<file path="src/rtl/aes_pkg.sv">
// Shared AES constants and types for the round-key store and its neighbours.
package aes_pkg;

  localparam int NUM_RK = 15;
  localparam int RK_W   = 128;
  localparam int IDX_W  = 4;

  typedef logic [RK_W-1:0]  rk_t;
  typedef logic [IDX_W-1:0] rk_idx_t;

  typedef enum logic [1:0] {
    EMPTY   = 2'd0,
    FILLING = 2'd1,
    FULL    = 2'd2
  } rks_state_t;

endpackage

</file>
<file path="src/rtl/rk_regfile.sv">
// NUM_RK x RK_W round-key storage: one synchronous write port, one registered read port.
module rk_regfile
  import aes_pkg::*;
(
  input  logic    clk,
  input  logic    rst,
  input  logic    wr_en,
  input  rk_idx_t wr_addr,
  input  rk_t     wr_data,
  input  logic    rd_en,
  input  logic    rd_zero,
  input  rk_idx_t rd_addr,
  output rk_t     rd_data
);

  rk_t mem [NUM_RK];
  rk_t rd_q;

  // Storage is deliberately left unreset; contents only matter once rewritten.
  always_ff @(posedge clk) begin
    if (wr_en) begin
      mem[wr_addr] <= wr_data;
    end
  end

  // rd_zero gates the array access so illegal indices never touch memory.
  always_ff @(posedge clk or negedge rst) begin
    if (!rst) begin
      rd_q <= '0;
    end else if (rd_en) begin
      rd_q <= rd_zero ? '0 : mem[rd_addr];
    end
  end

  assign rd_data = rd_q;

endmodule

</file>
<file path="src/rtl/round_key_store.sv">
// Buffers the 15 AES-256 round keys from keyexpansion and serves them by round index.
//
// state   | meaning
// EMPTY   | no keys held since reset or clear
// FILLING | some keys written, schedule incomplete
// FULL    | all NUM_RK keys resident, writes blocked until clear
module round_key_store
  import aes_pkg::*;
(
  input  logic    clk,
  input  logic    rst,
  input  logic    clear,
  input  logic    rk_valid,
  input  rk_t     rk_data,
  output logic    rk_ready,
  input  logic    rd_en,
  input  rk_idx_t rd_idx,
  output rk_t     rd_data,
  output logic    rd_valid,
  output logic    rd_err,
  output logic    keys_ready,
  output rk_idx_t wr_count
);

  rks_state_t state_q, state_d;
  rk_idx_t    wr_count_q, wr_count_d;
  logic       alive_q;
  logic       rd_valid_q, rd_err_q;
  logic       wr_acc;
  logic       rd_illegal;

  // alive_q keeps rk_ready low until the first edge after reset release.
  assign rk_ready   = alive_q && (state_q != FULL) && !clear;
  assign wr_acc     = rk_valid && rk_ready;
  assign keys_ready = (state_q == FULL);
  assign rd_illegal = !keys_ready || (rd_idx >= rk_idx_t'(NUM_RK));

  always_comb begin
    state_d    = state_q;
    wr_count_d = wr_count_q;
    if (clear) begin
      state_d    = EMPTY;
      wr_count_d = '0;
    end else if (wr_acc) begin
      wr_count_d = wr_count_q + rk_idx_t'(1);
      if (wr_count_q == rk_idx_t'(NUM_RK - 1)) begin
        state_d = FULL;
      end else begin
        state_d = FILLING;
      end
    end
  end

  always_ff @(posedge clk or negedge rst) begin
    if (!rst) begin
      state_q    <= EMPTY;
      wr_count_q <= '0;
      alive_q    <= 1'b0;
      rd_valid_q <= 1'b0;
      rd_err_q   <= 1'b0;
    end else begin
      state_q    <= state_d;
      wr_count_q <= wr_count_d;
      alive_q    <= 1'b1;
      rd_valid_q <= rd_en;
      rd_err_q   <= rd_en && rd_illegal;
    end
  end

  // Reads see pre-clear keys_ready, so a read coincident with clear still succeeds.
  rk_regfile u_regfile (
    .clk     (clk),
    .rst     (rst),
    .wr_en   (wr_acc),
    .wr_addr (wr_count_q),
    .wr_data (rk_data),
    .rd_en   (rd_en),
    .rd_zero (rd_illegal),
    .rd_addr (rd_idx),
    .rd_data (rd_data)
  );

  assign rd_valid = rd_valid_q;
  assign rd_err   = rd_err_q;
  assign wr_count = wr_count_q;

endmodule

</file>
<file path="config.mk">
export PLATFORM = sky130hd
export DESIGN_NAME = round_key_store
export DESIGN_NICKNAME = d
export VERILOG_FILES = /design/src/rtl/aes_pkg.sv /design/src/rtl/rk_regfile.sv /design/src/rtl/round_key_store.sv
export SDC_FILE = /design/constraint.sdc
export NUM_CORES = 2
export LEC_CHECK = 0
export BUFFER_PORTS_ARGS = -buffer_cell sky130_fd_sc_hd__buf_2
export CORE_MARGIN = 2
export CORE_UTILIZATION = 60
export DETAILED_ROUTE_END_ITERATION = 6
export PLACE_DENSITY = 0.77
export SLEW_MARGIN = 20
export SYNTH_ARGS = -nofsm -noshare
export SYNTH_HDL_FRONTEND = slang
export SYNTH_SLANG_ARGS = --single-unit
</file>
<file path="constraint.sdc">
create_clock -name clk -period 21.6 [get_ports clk]
set_input_delay 2.16 -clock clk [delete_from_list [all_inputs] [get_ports clk]]
set_output_delay 2.16 -clock clk [all_outputs]
set_load 0.01 [all_outputs]
</file>
==> flow_summary.json <==
{
  "cts_root_buffer": "clkbuf_16",
  "critPathKind": "in2reg",
  "max_freq_mhz": 162.7,
  "coreArea_um2": 130000,
  "start_kind": "primary input",
  "worstPathRequired_ns": 22.24,
  "min_to": "u_regfile.rd_data[121]$_DFFE_PN0P_",
  "rsz0062_at_grt": "no",
  "cp_max_fo": 132,
  "utilization_pct": 67.80,
  "whs_path_depth": 2,
  "yosysWarnings": 0,
  "synth_nets": 4034,
  "hold_violations": 0,
  "viasPerCell": 6.494,
  "setup_viol": 0,
  "dpl_cell_area_um2": 81510,
  "grt_pass1_vias": 40170,
  "cts_made_buffers": 196,
  "cts_max_path_buffers": 3,
  "synth_area_leaders": "edfxtp_1, mux4_2, mux2i_1",
  "period_needed_ns": 6.148,
  "p_per_area_nw_per_um2": 91.98,
  "initial_core_util_pct": 60.61,
  "grt_pass1_wl_um": 266500,
  "synthCells": 3893,
  "io_pins": 273,
  "fin_cells": 6119,
  "drive_above_1_share_pct": 20.71,
  "post_cts_resized": 0,
  "r2r.worst_path.cells": 6,
  "end_kind": "register",
  "hp-start": "u_regfile.rd_data[121]$_DFFE_PN0P_",
  "wire_per_inst_um": 29.78,
  "maxSlewHeadroom_pct": 24.40,
  "routabilityCongestion": 0.7436,
  "finClkSkew_ns": 0.04485,
  "cts_hold_buf": 0,
  "reg2reg_from": "state_q[1]$_DFFE_PN0P_",
  "clk_pin_slew_ns": 0.06,
  "worst_slew_pin_slew_ns": 1.134,
  "dr.pass1.iters": 5,
  "slew_viol_final": 0,
  "synth-seq-cells": 2057,
  "insertion_delay_ns": 0.84,
  "die-area_um2": 134200,
  "grt_max_degree": 139,
  "hpwl_um": 85470,
  "setup_tns_ns": 0,
  "synth.largest_area_cell": "edfxtp_1",
  "wirelength_um": 182200,
  "r2r_slack_ns": 17.32,
  "maxCapViolCount": 0,
  "die_h_um": 366.4,
  "htreeDepth": 4,
  "synth_cell_types": 38,
  "yosysTopAreaCellShare_pct": 73.18,
  "die_w_um": 366.4,
  "ir_worst_vdd_v": 0.00008956,
  "setup_slack_ns": 15.45,
  "total_power_mw": 8.106,
  "finalCritPeriodShare_pct": 28.46,
  "drc_errors": 0,
  "ys_seq_area_share_pct": 77.53,
  "leakage_nw": 30.08,
  "globalRoute.totalOverflow": 0,
  "placed_cells": 5724,
  "track_usage_pct": 27.11,
  "crit_arrival_ns": 6.78,
  "holdWs_ns": 0.4945,
  "post_cts_buffers": 0,
  "postSynthAreaPerCell_um2": 20.24,
  "cts_tree": "built",
  "drt_iter0_markers": 4869,
  "pre_cts_ws_ns": 14.56,
  "antenna_found_initial": 39,
  "fin_area_um2": 88130,
  "nNetsFinal": 4322,
  "status": "completed",
  "synth_area_um2": 78790,
  "synthToLayoutAreaGrowth_pct": 11.86,
  "min_path_type": "reg2reg",
  "row_count": 132,
  "vias": 39740,
  "final_antenna_net_count": 0,
  "cts_sinks": 2057,
  "reg2reg_to": "u_regfile.mem[12][93]$_DFFE_PP_",
  "numPortBuffers": 272
}
how the worst max path moves through the flow:
stage,start,endpoint,slack (ns),cells past startpoint
3_3_place_gp,rd_idx[0],u_regfile.rd_data[85]$_DFFE_PN0P_,14.59,8
2_1_floorplan,clear,u_regfile.mem[14][0]$_DFFE_PP_,5.07,2
5_1_grt,rd_idx[0],u_regfile.rd_data[112]$_DFFE_PN0P_,15.03,9
3_5_place_dp,rd_idx[0],u_regfile.rd_data[85]$_DFFE_PN0P_,14.56,8
6_report,rd_idx[0],u_regfile.rd_data[112]$_DFFE_PN0P_,15.45,9
4_1_cts,rd_idx[0],u_regfile.rd_data[112]$_DFFE_PN0P_,15.36,9
layout make-up:
| type | count | area [um^2] |
|---|---|---|
| clock buffer | 288 | 5573 |
| multi-input combinational | 1588 | 16270 |
| timing repair buffer | 335 | 1987 |
| clock inverter | 85 | 970.9 |
| fill | 8077 | 41850 |
| inverter | 3 | 11.26 |
| tap | 1742 | 2180 |
| antenna | 21 | 52.55 |
| sequential | 2057 | 61080 |
where the power goes:
| group | internal, mW | leakage [nW] | switching [mW] |
|---|---|---|---|
| sequential | 4.37 | 19.2 | 0.00329 |
| combinational | 0.112 | 7.71 | 0.193 |
| clock | 1.95 | 3.18 | 1.48 |
| total | 6.43 | 30.1 | 1.68 |
routing by layer:
| metal | global-route usage, % | up-vias | share of wire, % |
|---|---|---|---|
| li1 | - | 16590 | - |
| met1 | 38.43 | 20830 | 40 |
| met2 | 43.33 | 1991 | 49 |
| met3 | 5.717 | 299 | 9.0 |
| met4 | 7.661 | 38 | 2.1 |
| met5 | 0 | - | 0.13 |
cells in the final DEF (no fill, tap or decap), drive strengths merged, types with 3 or more instances in the layout:
cell      Yosys  layout
and2          8       8
clkinvlp      0       5
o221ai      128     128
clkinv        0      64
buf         164     334
nand2         4       4
edfxtp     1920    1920
nand3         3       3
a211o       128     128
clkbuf       81     289
dfrtp       137     137
mux4        256     256
nand2b      261     261
and3          4       4
bufinv        0      12
mux2i       385     385
diode         0      21
nor2b       128     128
inv           3       7
o22ai       128     128
a31oi       129     129
ha            4       4
nor2          3       3
synth_stat cells, drive strengths merged:
cell type	instances
and4	2
conb	1
o31ai	1
edfxtp	1920
and3	4
mux2i	385
nor4b	1
nor3b	2
ha	4
nor2b	128
a211o	128
o21ai	2
o221ai	128
buf	164
dfrtp	137
inv	3
and2	8
a21boi	1
nand3	3
a21oi	2
o22ai	128
mux4	256
nor2	3
nand3b	1
nor3	1
or3b	1
nand4	2
or2	1
xor2	1
a31oi	129
clkbuf	81
nand2	4
nand2b	261
cells by family (layout without fill, tap and decap cells):
group | count (synthesis) | count (layout) | synth area share, %
flops | 2057 | 2057 | 77.53
fa+ha+maj | 4 | 4 | 0.06353
buf+inv | 248 | 711 | 1.898
xor+xnor | 1 | 1 | 0.01112
compound gates | 519 | 519 | 4.931
mux | 641 | 641 | 12.21
other cells | 1 | 22 | 0.004760
simple gates | 422 | 422 | 3.352
worst max-delay path, stage by stage:
cell and delay [ns]:
buf_8 0.59, buf_4 0.73, buf_4 0.64, buf_12 0.57
buf_4 0.89, nor2b_1 0.15, a211o_1 0.32, a31oi_1 0.30
o221ai_1 0.17
sequential cells by signal, indices dropped and copies added, names as in the netlist:
register,cells
u_regfile.mem,1920
wr_count,4
state_q,2
u_regfile.rd_data,128
alive_q,1
rd_valid,1
rd_err,1
(Power assumes the default switching activity.)
